===== config.mk =====
export PLATFORM = sky130hd
export DESIGN_NAME = crc16_frame_tx_flat
export DESIGN_NICKNAME = d
export VERILOG_FILES = /design/src/rtl/crc16_pkg.sv /design/src/rtl/crc16_frame_tx_if.sv /design/src/rtl/crc16_shift_unit.sv /design/src/rtl/crc16_frame_tx.sv /design/src/flat_wrapper.sv
export SDC_FILE = /design/constraint.sdc
export NUM_CORES = 1
export LEC_CHECK = 0
export ABC_AREA = 0
export BUFFER_PORTS_ARGS = -buffer_cell sky130_fd_sc_hd__buf_2
export CORE_MARGIN = 2
export CORE_UTILIZATION = 55
export CTS_CLUSTER_SIZE = 10
export DETAILED_ROUTE_END_ITERATION = 16
export PLACE_DENSITY = 0.79
export SYNTH_ARGS = -nofsm -noshare
export SYNTH_HDL_FRONTEND = slang
export SYNTH_HIERARCHICAL = 1
export SYNTH_SLANG_ARGS = --single-unit

===== constraint.sdc =====
create_clock -name i_sys_clk -period 3.3 [get_ports i_sys_clk]
set_input_delay 0.33 -clock i_sys_clk [delete_from_list [all_inputs] [get_ports i_sys_clk]]
set_output_delay 0.33 -clock i_sys_clk [all_outputs]
set_load 0.02 [all_outputs]

===== src/rtl/crc16_pkg.sv =====
// Shared CRC-CCITT constants, FSM state encoding and the single-bit CRC step,
// common to the frame transmitter and the far-end checker.
package crc16_pkg;

    localparam logic [15:0] CRC_CCITT_POLY = 16'h1021;
    localparam logic [15:0] CRC_INIT       = 16'hFFFF;

    typedef enum logic [3:0] {
        IDLE      = 4'd0,
        SHIFT     = 4'd1,
        SEND_DATA = 4'd2,
        WAIT_DATA = 4'd3,
        SEND_HI   = 4'd4,
        WAIT_HI   = 4'd5,
        SEND_LO   = 4'd6,
        WAIT_LO   = 4'd7,
        DONE      = 4'd8
    } tx_state_e;

    // One MSB-first CRC step: no reflection, x^16 implicit in the shift.
    function automatic logic [15:0] crc_step(input logic [15:0] crc,
                                             input logic        din,
                                             input logic [15:0] poly);
        return {crc[14:0], 1'b0} ^ ((din ^ crc[15]) ? poly : 16'h0000);
    endfunction

endpackage


===== src/rtl/crc16_frame_tx_if.sv =====
// Producer/sink handshake bundle of crc16_frame_tx; master = bench/upstream side.
interface crc16_frame_tx_if;
    logic [7:0]  i_byte_in;
    logic        i_last;
    logic        i_take;
    logic        o_busy;
    logic [7:0]  o_byte_out;
    logic        o_send;
    logic        i_sent;
    logic [15:0] o_crc16;
    logic        o_frame_done;

    modport master (
        output i_byte_in, i_last, i_take, i_sent,
        input  o_busy, o_byte_out, o_send, o_crc16, o_frame_done
    );

    modport slave (
        input  i_byte_in, i_last, i_take, i_sent,
        output o_busy, o_byte_out, o_send, o_crc16, o_frame_done
    );
endinterface


===== src/rtl/crc16_shift_unit.sv =====
// Bit-serial CRC engine: latches a byte, steps it MSB first into the CRC
// register and raises done one cycle after bit 0 has been absorbed.
module crc16_shift_unit
    import crc16_pkg::*;
#(
    parameter logic [15:0] POLYNOMIAL = CRC_CCITT_POLY,
    parameter logic [15:0] INIT_VALUE = CRC_INIT
) (
    input  logic        clk,
    input  logic        rst,
    input  logic        init,
    input  logic        load,
    input  logic        step,
    input  logic [7:0]  byte_in,
    output logic [7:0]  data,
    output logic [15:0] crc,
    output logic        done
);

    logic [15:0] crc_q, crc_d;
    logic [7:0]  byte_q, byte_d;
    logic [2:0]  cnt_q, cnt_d;
    logic        done_q, done_d;

    always_comb begin
        crc_d  = crc_q;
        byte_d = byte_q;
        cnt_d  = cnt_q;
        done_d = done_q;
        if (init) begin
            crc_d = INIT_VALUE;
        end
        if (load) begin
            byte_d = byte_in;
            cnt_d  = 3'd7;
            done_d = 1'b0;
        end else if (step && !done_q) begin
            // Steps after done are ignored so the FSM may dwell one extra cycle.
            crc_d  = crc_step(crc_q, byte_q[cnt_q], POLYNOMIAL);
            cnt_d  = cnt_q - 3'd1;
            done_d = (cnt_q == 3'd0);
        end
    end

    always_ff @(posedge clk or posedge rst) begin
        if (rst) begin
            crc_q  <= INIT_VALUE;
            byte_q <= 8'h00;
            cnt_q  <= 3'd7;
            done_q <= 1'b0;
        end else begin
            crc_q  <= crc_d;
            byte_q <= byte_d;
            cnt_q  <= cnt_d;
            done_q <= done_d;
        end
    end

    assign data = byte_q;
    assign crc  = crc_q;
    assign done = done_q;

endmodule


===== src/rtl/crc16_frame_tx.sv =====
// CRC16 frame transmitter: forwards payload bytes to a toggle-handshake sink
// and appends the CRC-CCITT (high byte first) after the last payload byte.
module crc16_frame_tx
    import crc16_pkg::*;
#(
    parameter logic [15:0] POLYNOMIAL = CRC_CCITT_POLY,
    parameter logic [15:0] INIT_VALUE = CRC_INIT
) (
    input  logic                   i_sys_clk,
    input  logic                   i_reset,
    crc16_frame_tx_if.slave        bus
);

    tx_state_e   state_q, state_d;
    logic        take_q, take_d;
    logic        sent_q, sent_d;
    logic        last_q, last_d;
    logic        send_q, send_d;
    logic [7:0]  byte_out_q, byte_out_d;

    logic        crc_init, crc_load, crc_step_en, crc_done;
    logic [7:0]  data;
    logic [15:0] crc;
    logic        ack;

    crc16_shift_unit #(
        .POLYNOMIAL (POLYNOMIAL),
        .INIT_VALUE (INIT_VALUE)
    ) u_shift (
        .clk     (i_sys_clk),
        .rst     (i_reset),
        .init    (crc_init),
        .load    (crc_load),
        .step    (crc_step_en),
        .byte_in (bus.i_byte_in),
        .data    (data),
        .crc     (crc),
        .done    (crc_done)
    );

    assign ack = (bus.i_sent != sent_q);

    always_comb begin
        state_d     = state_q;
        take_d      = take_q;
        sent_d      = sent_q;
        last_d      = last_q;
        send_d      = send_q;
        byte_out_d  = byte_out_q;
        crc_init    = 1'b0;
        crc_load    = 1'b0;
        crc_step_en = 1'b0;
        unique case (state_q)
            IDLE: begin
                // Stray acks while idle are absorbed so they cannot release a later wait.
                sent_d = bus.i_sent;
                if (bus.i_take != take_q) begin
                    take_d   = bus.i_take;
                    last_d   = bus.i_last;
                    crc_load = 1'b1;
                    state_d  = SHIFT;
                end
            end
            SHIFT: begin
                crc_step_en = 1'b1;
                if (crc_done) state_d = SEND_DATA;
            end
            SEND_DATA: begin
                byte_out_d = data;
                send_d     = ~send_q;
                state_d    = WAIT_DATA;
            end
            WAIT_DATA: begin
                if (ack) begin
                    sent_d  = bus.i_sent;
                    state_d = last_q ? SEND_HI : IDLE;
                end
            end
            SEND_HI: begin
                byte_out_d = crc[15:8];
                send_d     = ~send_q;
                state_d    = WAIT_HI;
            end
            WAIT_HI: begin
                if (ack) begin
                    sent_d  = bus.i_sent;
                    state_d = SEND_LO;
                end
            end
            SEND_LO: begin
                byte_out_d = crc[7:0];
                send_d     = ~send_q;
                state_d    = WAIT_LO;
            end
            WAIT_LO: begin
                if (ack) begin
                    sent_d  = bus.i_sent;
                    state_d = DONE;
                end
            end
            DONE: begin
                crc_init = 1'b1;
                state_d  = IDLE;
            end
            default: state_d = IDLE;
        endcase
    end

    always_ff @(posedge i_sys_clk or posedge i_reset) begin
        if (i_reset) begin
            state_q    <= IDLE;
            take_q     <= 1'b0;
            sent_q     <= 1'b0;
            last_q     <= 1'b0;
            send_q     <= 1'b0;
            byte_out_q <= 8'h00;
        end else begin
            state_q    <= state_d;
            take_q     <= take_d;
            sent_q     <= sent_d;
            last_q     <= last_d;
            send_q     <= send_d;
            byte_out_q <= byte_out_d;
        end
    end

    assign bus.o_busy       = (state_q != IDLE);
    assign bus.o_frame_done = (state_q == DONE);
    assign bus.o_byte_out   = byte_out_q;
    assign bus.o_send       = send_q;
    assign bus.o_crc16      = crc;

endmodule


===== src/flat_wrapper.sv =====
// flat-port wrapper written by rule: the top's interface ports become plain ports
module crc16_frame_tx_flat import crc16_pkg::*;
#(
    parameter logic [15:0] POLYNOMIAL = CRC_CCITT_POLY,
    parameter logic [15:0] INIT_VALUE = CRC_INIT
)
  (i_sys_clk, i_reset, bus_i_byte_in, bus_i_last, bus_i_take, bus_i_sent, bus_o_busy, bus_o_byte_out, bus_o_send, bus_o_crc16, bus_o_frame_done);
  crc16_frame_tx_if bus_i ();
  input  logic i_sys_clk;
  input  logic i_reset;
  input wire logic [$bits(bus_i.i_byte_in)-1:0] bus_i_byte_in;
  input wire logic [$bits(bus_i.i_last)-1:0] bus_i_last;
  input wire logic [$bits(bus_i.i_take)-1:0] bus_i_take;
  input wire logic [$bits(bus_i.i_sent)-1:0] bus_i_sent;
  output wire logic [$bits(bus_i.o_busy)-1:0] bus_o_busy;
  output wire logic [$bits(bus_i.o_byte_out)-1:0] bus_o_byte_out;
  output wire logic [$bits(bus_i.o_send)-1:0] bus_o_send;
  output wire logic [$bits(bus_i.o_crc16)-1:0] bus_o_crc16;
  output wire logic [$bits(bus_i.o_frame_done)-1:0] bus_o_frame_done;
  assign bus_i.i_byte_in = bus_i_byte_in;
  assign bus_i.i_last = bus_i_last;
  assign bus_i.i_take = bus_i_take;
  assign bus_i.i_sent = bus_i_sent;
  assign bus_o_busy = bus_i.o_busy;
  assign bus_o_byte_out = bus_i.o_byte_out;
  assign bus_o_send = bus_i.o_send;
  assign bus_o_crc16 = bus_i.o_crc16;
  assign bus_o_frame_done = bus_i.o_frame_done;
  crc16_frame_tx #(.POLYNOMIAL(POLYNOMIAL), .INIT_VALUE(INIT_VALUE)) u_core (.i_sys_clk(i_sys_clk), .i_reset(i_reset), .bus(bus_i));
endmodule

==> results of run 1 <==
==> layer usage <==
layer / part of all wire (%) / vias to the layer above / global-route usage (%)
li1: - / 859 / -
met1: 46 / 881 / 34.64
met2: 47 / 64 / 35.70
met3: 6.0 / 6 / 5.357
met4: 1.1 / 0 / 6.500
met5: 0 / - / 0
==> power groups by stage <==
stage,clock (W),sequential (W),combinational (W)
global route,0.000411,0.00123,0.00167
floorplan,0,0.00125,0.00107
detailed placement,0,0.00119,0.00152
global placement,0,0.00118,0.00148
finish,0.000374,0.00118,0.00152
CTS,0.000383,0.00118,0.00152
==> state kept, by name, indices dropped and copies added, names as in the netlist <==
| signal | flops |
|---|---|
| u_core/u_shift/crc | 16 |
| u_core/bus.o_byte_out | 8 |
| u_core/u_shift/data | 8 |
| u_core/state_q | 4 |
| u_core/u_shift/cnt_q | 3 |
| u_core/bus.o_send | 1 |
| u_core/last_q | 1 |
| u_core/sent_q | 1 |
| u_core/take_q | 1 |
| u_core/u_shift/done | 1 |
==> logic make-up (layout without fill, tap and decap cells) <==
family                   after synthesis  in the layout  share of synthesized area, %
XOR/XNOR                              10             10                         3.821
AO/OA/AOI/OAI                         51             51                         14.68
buffers and inverters                 23             59                         5.076
adder cells (fa/ha/maj)                2              2                         1.092
AND/OR/NAND/NOR                       72             72                         14.52
multiplexers                          21             21                         11.74
flip-flops                            44             44                         49.07
==> synthesized netlist by cell type (all sizes together) <==
master,count
nand3b,1
nor4,1
nor3,3
o21ai,18
ha,2
nand2b,10
o221ai,1
a221oi,7
inv,8
mux2i,8
a31oi,2
mux2,11
dfstp,19
nand3,1
a21oi,6
and3,2
nand2,15
xor2,3
or4b,1
nor2,33
xnor2,7
dfrtp,25
o22ai,7
or3,2
a22o,7
or2,1
mux4,2
o22a,1
a211o,1
clkbuf,5
o221a,1
nor4b,1
buf,10
nor2b,1
==> area by class of cell <==
cell class,count,area (um^2)
Timing Repair Buffer,43,225.2
Sequential cell,44,1125
Tap cell,50,62.56
Multi-Input combinational cell,156,1057
Clock buffer,7,97.59
Fill cell,326,1398
Inverter,8,30.03
Clock inverter,1,5.005
==> worst min path at each step <==
stage	slack [ns]	start	end	cells past startpoint
global placement	0.45	i_reset	u_core/last_q	2
detailed placement	0.45	i_reset	u_core/last_q	2
finish	0.11	i_reset	u_core/last_q	2
CTS	0.13	i_reset	u_core/bus.o_byte_out[1]	2
global route	0.17	i_reset	u_core/last_q	2
floorplan	0.24	i_reset	u_core/bus.o_byte_out[0]	1
==> worst max-delay path: stages (launching register included) <==
cell and delay, ns:
dfrtp_1 0.57, nor2_1 0.29, and3_1 0.55, nor2_1 0.10, buf_4 0.24, nor3_1 0.20, a21oi_1 0.07
==> cell usage in the layout (no fill, tap or decap), drive strengths merged, types with 8 or more instances in the layout <==
master  synthesis  layout
buf            10      43
dfrtp          25      25
dfstp          19      19
inv             8       8
mux2           11      11
mux2i           8       8
nand2          15      15
nand2b         10      10
nor2           33      33
o21ai          18      18
==> per-stage QoR <==
stage	total power (W)	instance area [um^2]
floorplan	0.002327	2292
global placement	0.002658	2500
detailed placement	0.002711	2500
CTS	0.003089	2603
global route	0.003316	2603
finish	0.003080	2603
==> flow_metrics.py, run 1 <==
metrics = {
    "outcome": {
        "status": "finished, final reports clean",
    },
    "power": {
        "power.density_mw_per_mm2": 1184,
        "p_switching_w": 0.001315,
        "internal-power_w": 0.001765,
        "pwr-share-seq_pct": 38.3,
        "peakVddDrop_v": 0.0006773,
        "combPwrFrac_pct": 49.5,
        "p_leak_nw": 1.141,
        "p_sw_share_pct": 42.70,
        "clockPowerShare_pct": 12.2,
    },
    "cts": {
        "cts_buffer_depth": 2,
        "cts-htree-levels": 2,
        "clkSlewWorstSetupHoldPaths_ns": 0.08,
        "post-cts-setup-buffer-count": 0,
        "cts-root-buf": "clkbuf_8",
        "numCtsBuffers": 5,
        "hold_buffers": 0,
        "cts_tree": "done",
        "clock_sinks": 44,
        "post_cts_resized": 0,
        "clkLatencyLatePin_ns": 0.29,
    },
    "timing": {
        "period_minus_slack_ns": 2.109,
        "finalSetupViolations": 0,
        "tightest_slew_ns": 1.014,
        "setup_ws_ns": 1.191,
        "hold_slack_ns": 0.1058,
        "hold_viol": 0,
        "maxSlewHeadroom_pct": 32.32,
        "min_period_over_period_pct": 63.91,
        "max_freq_mhz": 474.1,
        "setup_tns_ns": 0,
        "grt_setup_unrepaired": "false",
        "maxSlewViolCount": 0,
        "finClkSkew_ns": 0.002855,
    },
    "final_layout": {
        "utilization_pct": 65.06,
        "final_cells": 309,
        "antenna_cells": 0,
        "final_layout_size_suffix_gt1_share_pct": 32.43,
        "layout.nets": 273,
        "area_growth_pct": 13.54,
    },
    "routing": {
        "drtPass1Iterations": 5,
        "totalWireLength_um": 4884,
        "drt-initial-drc-count": 188,
        "vias": 1810,
        "drc_errors": 0,
        "routedWlPerCell_um": 15.81,
        "ant_nets": 0,
        "vias_per_cell": 5.858,
    },
    "floorplan": {
        "die_h_um": 68.56,
        "die_area_mm2": 0.004700,
        "num_io_pins": 40,
        "die_w_um": 68.56,
        "initial_core_util_pct": 57.30,
        "rows": 23,
        "coreArea_mm2": 0.004000,
    },
    "setup_path": {
        "worstSetupStartpointType": "register",
        "reg2reg_to": "u_core/u_shift/crc[12]",
        "worstPathArrival_ns": 2.33,
        "worst-path-max-fanout": 32,
        "reg2reg_from": "u_core/state_q[1]",
        "required_ns": 3.52,
        "reg2reg_setup_slack_ns": 1.19,
        "end_kind": "register",
        "crit_end": "u_core/u_shift/crc[12]",
        "crit_start": "u_core/state_q[1]",
        "ff2ff_path_depth": 6,
        "criticalPathCategory": "reg -> reg",
    },
    "placed_design": {
        "port_buffers": 39,
        "dp_cells": 301,
        "dp_hpwl_um": 3492,
        "gp_congestion": 0.8666,
        "pre_cts_ws_ns": 1.217,
    },
    "synth": {
        "ys_types": 37,
        "synth_top_area_share_pct": 27.29,
        "synth_largest_area_cell": "dfrtp_1",
        "synth_seq_cells": 44,
        "synthTopCellsByArea": "dfrtp_1, dfstp_2, nor2_1, mux2_2, o21ai_0",
        "synth_warnings": 6,
        "avgSynthCellArea_um2": 10.28,
        "syn_area_mm2": 0.002292,
        "synth_nets": 238,
        "seq_area_frac_synth_pct": 49.07,
        "syn_inst": 223,
    },
    "grt": {
        "grt_pass1_wl_um": 8197,
        "grt_pass1_vias": 1623,
        "grt_util_all_layers_pct": 23.78,
        "grt.overflow.total": 0,
        "grt_max_degree": 42,
        "antenna_found_initial": 0,
    },
    "worst_hold_path": {
        "hp-class": "in -> async",
    },
    "job": {
        "cap_violations": 0,
    },
}
Note: power is estimated with default switching activity, not from simulation.
==> run 2: changes to the inputs <==
CORE_UTILIZATION = 50   (was 55)
PLACE_DENSITY = 0.75   (was 0.79)
clock period = 1.9 ns   (was 3.3 ns; I/O delays follow)
==> run 2 against run 1 <==
Effect of this change: final cell count grew 2.3%; first-iteration DRC count shrank 32%; cell area is 2.1% higher; clock skew hardly changed; total power is 76% higher; sequential share of layout area shrank 0.88 points; sequential power is 71% higher.
==> flow_metrics.py, run 2 (synthesis results as in run 1) <==
metrics = {
    "floorplan": {
        "rows": 24,
        "die_h_um": 71.71,
        "die_area_mm2": 0.005142,
        "num_io_pins": 40,
        "initial_core_util_pct": 52.28,
        "coreArea_mm2": 0.004384,
        "die_w_um": 71.71,
    },
    "grt": {
        "antenna_found_initial": 0,
        "grt_pass1_wl_um": 8231,
        "grt.overflow.total": 0,
        "grt_pass1_vias": 1620,
        "grt_util_all_layers_pct": 20.83,
        "grt_max_degree": 33,
    },
    "setup_path": {
        "worst-path-max-fanout": 3,
        "criticalPathCategory": "reg -> reg",
        "end_kind": "register",
        "worstSetupStartpointType": "register",
        "worstPathArrival_ns": 2.00,
        "required_ns": 2.12,
    },
    "routing": {
        "drc_errors": 0,
        "vias": 1786,
        "drtPass1Iterations": 4,
        "routedWlPerCell_um": 15.89,
        "ant_nets": 0,
        "drt-initial-drc-count": 127,
        "vias_per_cell": 5.652,
        "totalWireLength_um": 5020,
    },
    "placed_design": {
        "gp_congestion": 0.8340,
        "port_buffers": 39,
        "pre_cts_ws_ns": 0.1862,
        "dp_hpwl_um": 3591,
        "dpl_cell_area_mm2": 0.002554,
    },
    "final_layout": {
        "n_fill_cell": 384,
        "layout_commonest_cell": "buf_2",
        "layout.nets": 278,
        "fin_area_mm2": 0.002656,
        "final_cell_mix": "buf_2, nor2_1, dfrtp_1",
        "antenna_cells": 0,
        "seq_area_mm2": 0.001125,
        "final_layout_size_suffix_gt1_share_pct": 33.71,
        "largest_reg_flops": 16,
        "area_growth_pct": 15.88,
        "multi_input_area_mm2": 0.001066,
    },
    "cts": {
        "cts_buffer_depth": 2,
        "post_cts_resized": 0,
        "numCtsBuffers": 5,
        "clkLatencyLatePin_ns": 0.29,
        "cts-root-buf": "clkbuf_8",
        "clock_sinks": 44,
        "clkSlewWorstSetupHoldPaths_ns": 0.08,
        "cts_tree": "done",
        "cts-htree-levels": 2,
    },
    "timing": {
        "maxSlewViolCount": 0,
        "finClkSkew_ns": 0.002629,
        "hold_viol": 0,
        "tightest_slew_ns": 0.6106,
        "period_minus_slack_ns": 1.775,
        "setup_tns_ns": 0,
        "finalSetupViolations": 0,
        "setup_ws_ns": 0.1253,
        "grt_setup_unrepaired": "false",
        "min_period_over_period_pct": 93.41,
        "maxSlewHeadroom_pct": 59.25,
        "max_freq_mhz": 563.5,
    },
    "power": {
        "peakVddDrop_v": 0.001097,
        "power.density_mw_per_mm2": 2037,
        "p_leak_nw": 1.167,
    },
    "job": {
        "cap_violations": 0,
    },
    "outcome": {
        "status": "finished, final reports clean",
    },
    "worst_hold_path": {
        "hp-class": "in -> reg",
    },
}
run 2: cell count changes in the layout (fill, tap and decap cells not counted), sizes merged:
cell	delta
clkinv	+1
dlygate4sd3	+1
clkbuf	-1
buf	+4
run 2: cell type report:
| type | instances | area share (%) |
|---|---|---|
| clock inverters | 2 | 0.3768 |
| inverters | 8 | 1.130 |
| multi-input cells | 156 | 40.13 |
| clock buffers | 6 | 3.109 |
| well taps | 52 | 2.449 |
| flip-flops and latches | 44 | 42.35 |
| repair buffers | 48 | 10.46 |
run 2: worst max-delay path, cell delays in order (launching register included):
cell,delay (ns)
dfstp_2,0.57
mux4_1,0.61
mux2i_4,0.23
xnor2_1,0.12
a21oi_1,0.17
run 2: what timing repair did:
action / 4_1_cts / 5_1_grt
setup endpoints to repair: 0 / 0
hold buffers: 1 / 0
endpoints found under the hold margin: 25 / 0
setup buffers: 0 / 0
run 2: worst paths after layout:
path,cells after the start,startpoint,to,slack (ns)
worst max-delay path,4,u_core/u_shift/cnt_q[0],u_core/u_shift/crc[5],0.13
worst min-delay path,2,bus_i_last,u_core/last_q,0.12
worst max register to register,4,u_core/u_shift/cnt_q[0],u_core/u_shift/crc[5],0.13
worst min register to register,1,u_core/bus.o_send,u_core/bus.o_send,0.47
max in group asynchronous,3,i_reset,u_core/bus.o_byte_out[2],0.99
min in group asynchronous,4,i_reset,u_core/u_shift/data[6],0.51
run 2: stage by stage:
stage | hold WS [ns] | util [%] | std cells | power (W)
after global routing | 0.1135 | 60.59 | 316 | 0.005821
final | 0.1227 | 60.59 | 316 | 0.005410
after detailed placement | 0.2797 | 58.25 | 307 | 0.004818
after CTS | 0.1145 | 60.59 | 316 | 0.005441
after global placement | 0.2720 | 58.25 | 307 | 0.004723
after floorplan | 0.1037 | - | 223 | 0.004061
run 2: where the power goes:
group          internal, W  total (W)  switching, W  leakage (nW)
Clock             0.000290   0.000595      0.000305        0.0510
Combinational      0.00126    0.00280       0.00154         0.615
Sequential         0.00154    0.00202      0.000478         0.502
run 2: metal layers:
metal	vias to the layer above	routed length, um	GRT usage (%)
li1	868	-	-
met2	29	2448	32.10
met5	-	0	0
met1	884	2373	30.29
met3	5	157	4.501
met4	0	42	5.031
==> run 3: changes to the inputs <==
GPL_ROUTABILITY_DRIVEN = 0   (was default)
PLACE_DENSITY = 0.81   (was 0.75)
REMOVE_ABC_BUFFERS = 1   (was default)
==> run 3 against run 2 <==
Effect of this change: clock skew increased by 0.0056 ns; sequential share of layout area increased by 0.32 points; flip-flop and latch count unchanged; critical path type is now reg -> out; routed wire length decreased by 1.5%; largest cell class unchanged; sequential power about the same; critical endpoint is now bus_o_frame_done.
==> flow_metrics.py, run 3 (synthesis results as in run 1) <==
metrics = {
    "cts": {
        "cts_tree": "done",
        "numCtsBuffers": 5,
        "clock_sinks": 44,
        "cts_buffer_depth": 2,
        "post-cts-setup-buffer-count": 0,
        "clkLatencyLatePin_ns": 0.30,
        "post_cts_resized": 0,
        "clkSlewWorstSetupHoldPaths_ns": 0.08,
        "cts-htree-levels": 2,
        "cts-root-buf": "clkbuf_8",
    },
    "setup_path": {
        "worstPathArrival_ns": 1.60,
        "worstPathCellList": "buf_4, nor4_2, buf_4, buf_2",
        "end_kind": "output pin",
        "worstSetupStartpointType": "register",
        "crit_buf_inv": 3,
        "cp_slowest_cell": "dfrtp_1",
        "ff2ff_path_depth": 4,
        "criticalPathCategory": "reg -> out",
        "cpMostUsedCell": "buf_4",
        "crit_start": "u_core/state_q[1]",
        "reg2reg_to": "u_core/u_shift/crc[0]",
        "worst-path-max-fanout": 17,
        "crit_path_max_incr_delay_ns": 0.38,
        "reg2reg_from": "u_core/u_shift/cnt_q[0]",
        "cp.depth": 4,
        "reg2reg_setup_slack_ns": 0.15,
        "crit_family": "buffers and inverters",
        "required_ns": 1.71,
        "crit_end": "bus_o_frame_done",
    },
    "timing": {
        "grt_setup_unrepaired": "false",
        "hold_slack_ns": 0.1174,
        "maxSlewHeadroom_pct": 58.56,
        "max_freq_mhz": 559.9,
        "min_period_over_period_pct": 94.00,
        "finClkSkew_ns": 0.008182,
        "maxSlewViolCount": 0,
        "finalSetupViolations": 0,
        "period_minus_slack_ns": 1.786,
        "setup_tns_ns": 0,
        "tightest_slew_ns": 0.6209,
        "hold_viol": 0,
    },
    "routing": {
        "ant_nets": 0,
        "drt-initial-drc-count": 178,
        "drc_errors": 0,
        "drtPass1Iterations": 4,
        "vias": 1824,
        "vias_per_cell": 5.772,
        "routedWlPerCell_um": 15.66,
        "totalWireLength_um": 4947,
    },
    "grt": {
        "met3_usage_pct": 4.782,
        "grt_util_all_layers_pct": 21.48,
        "grt_max_degree": 33,
        "antenna_found_initial": 0,
        "grt_pass1_vias": 1757,
        "met2_usage_pct": 32.72,
        "top_usage_layer": "met2",
        "grt.overflow.total": 0,
        "grt_pass1_wl_um": 8528,
        "met1_usage_pct": 29.64,
    },
    "power": {
        "p_leak_nw": 1.157,
        "power.density_mw_per_mm2": 2034,
        "total_power_w": 0.005362,
        "peakVddDrop_v": 0.0008642,
    },
    "final_layout": {
        "final_layout_size_suffix_gt1_share_pct": 32.95,
        "final_cell_mix": "buf_2, nor2_1, dfrtp_1",
        "seq_area_mm2": 0.001125,
        "largest_reg_flops": 16,
        "layout_commonest_cell": "buf_2",
        "n_fill_cell": 396,
        "multi_input_area_mm2": 0.001057,
        "utilization_pct": 60.13,
        "layout.nets": 278,
        "antenna_cells": 0,
        "area_growth_pct": 15.01,
    },
    "floorplan": {
        "die_w_um": 71.71,
        "num_io_pins": 40,
        "rows": 24,
        "die_h_um": 71.71,
        "coreArea_mm2": 0.004384,
        "initial_core_util_pct": 52.28,
        "die_area_mm2": 0.005142,
    },
    "worst_hold_path": {
        "min_from": "bus_i_byte_in[7]",
        "min_path_cells": 2,
        "hp-class": "in -> reg",
    },
    "outcome": {
        "status": "finished, final reports clean",
    },
    "placed_design": {
        "dp_hpwl_um": 3473,
        "port_buffers": 39,
    },
    "job": {
        "cap_violations": 0,
    },
}
## run 3: layout make-up
class	instances	share of cell area (%)
Tap cell	52	2.468
Multi-Input combinational cell	156	40.10
Clock inverter	1	0.1898
Sequential cell	44	42.67
Clock buffer	7	2.895
Timing Repair Buffer	48	10.54
Inverter	8	1.139
## run 3: timing repair
item | 4_1_cts | 5_1_grt
endpoints found under the hold margin | 25 | 0
endpoints found under the setup margin | 0 | 0
hold buffers | 1 | 0
## run 3: worst min path at each step
stage                               endpoint
floorplan           u_core/bus.o_byte_out[0]
global route          u_core/u_shift/data[2]
CTS                   u_core/u_shift/data[7]
finish                u_core/u_shift/data[7]
detailed placement    u_core/u_shift/data[5]
global placement      u_core/u_shift/data[5]
## run 3: metal layers
layer,wire length [um],part of all wire [%]
met5,0,0
met4,111,2.2
met3,298,6.0
met2,2246,45
met1,2291,46
## run 3: metrics by stage
| step | area (um^2) | std cells | setup WS (ns) |
|---|---|---|---|
| global route | 2636 | 316 | 0.01940 |
| CTS | 2636 | 316 | 0.09687 |
| detailed placement | 2545 | 307 | 0.2013 |
| floorplan | 2206 | 208 | -1.172 |
| global placement | 2545 | 307 | 0.2450 |
| finish | 2636 | 316 | 0.1140 |
## run 3: power by group
group / total [W] / internal [W] / switching, W
clock network: 0.000561 / 0.000258 / 0.000303
registers: 0.00200 / 0.00154 / 0.000461
logic: 0.00280 / 0.00126 / 0.00154
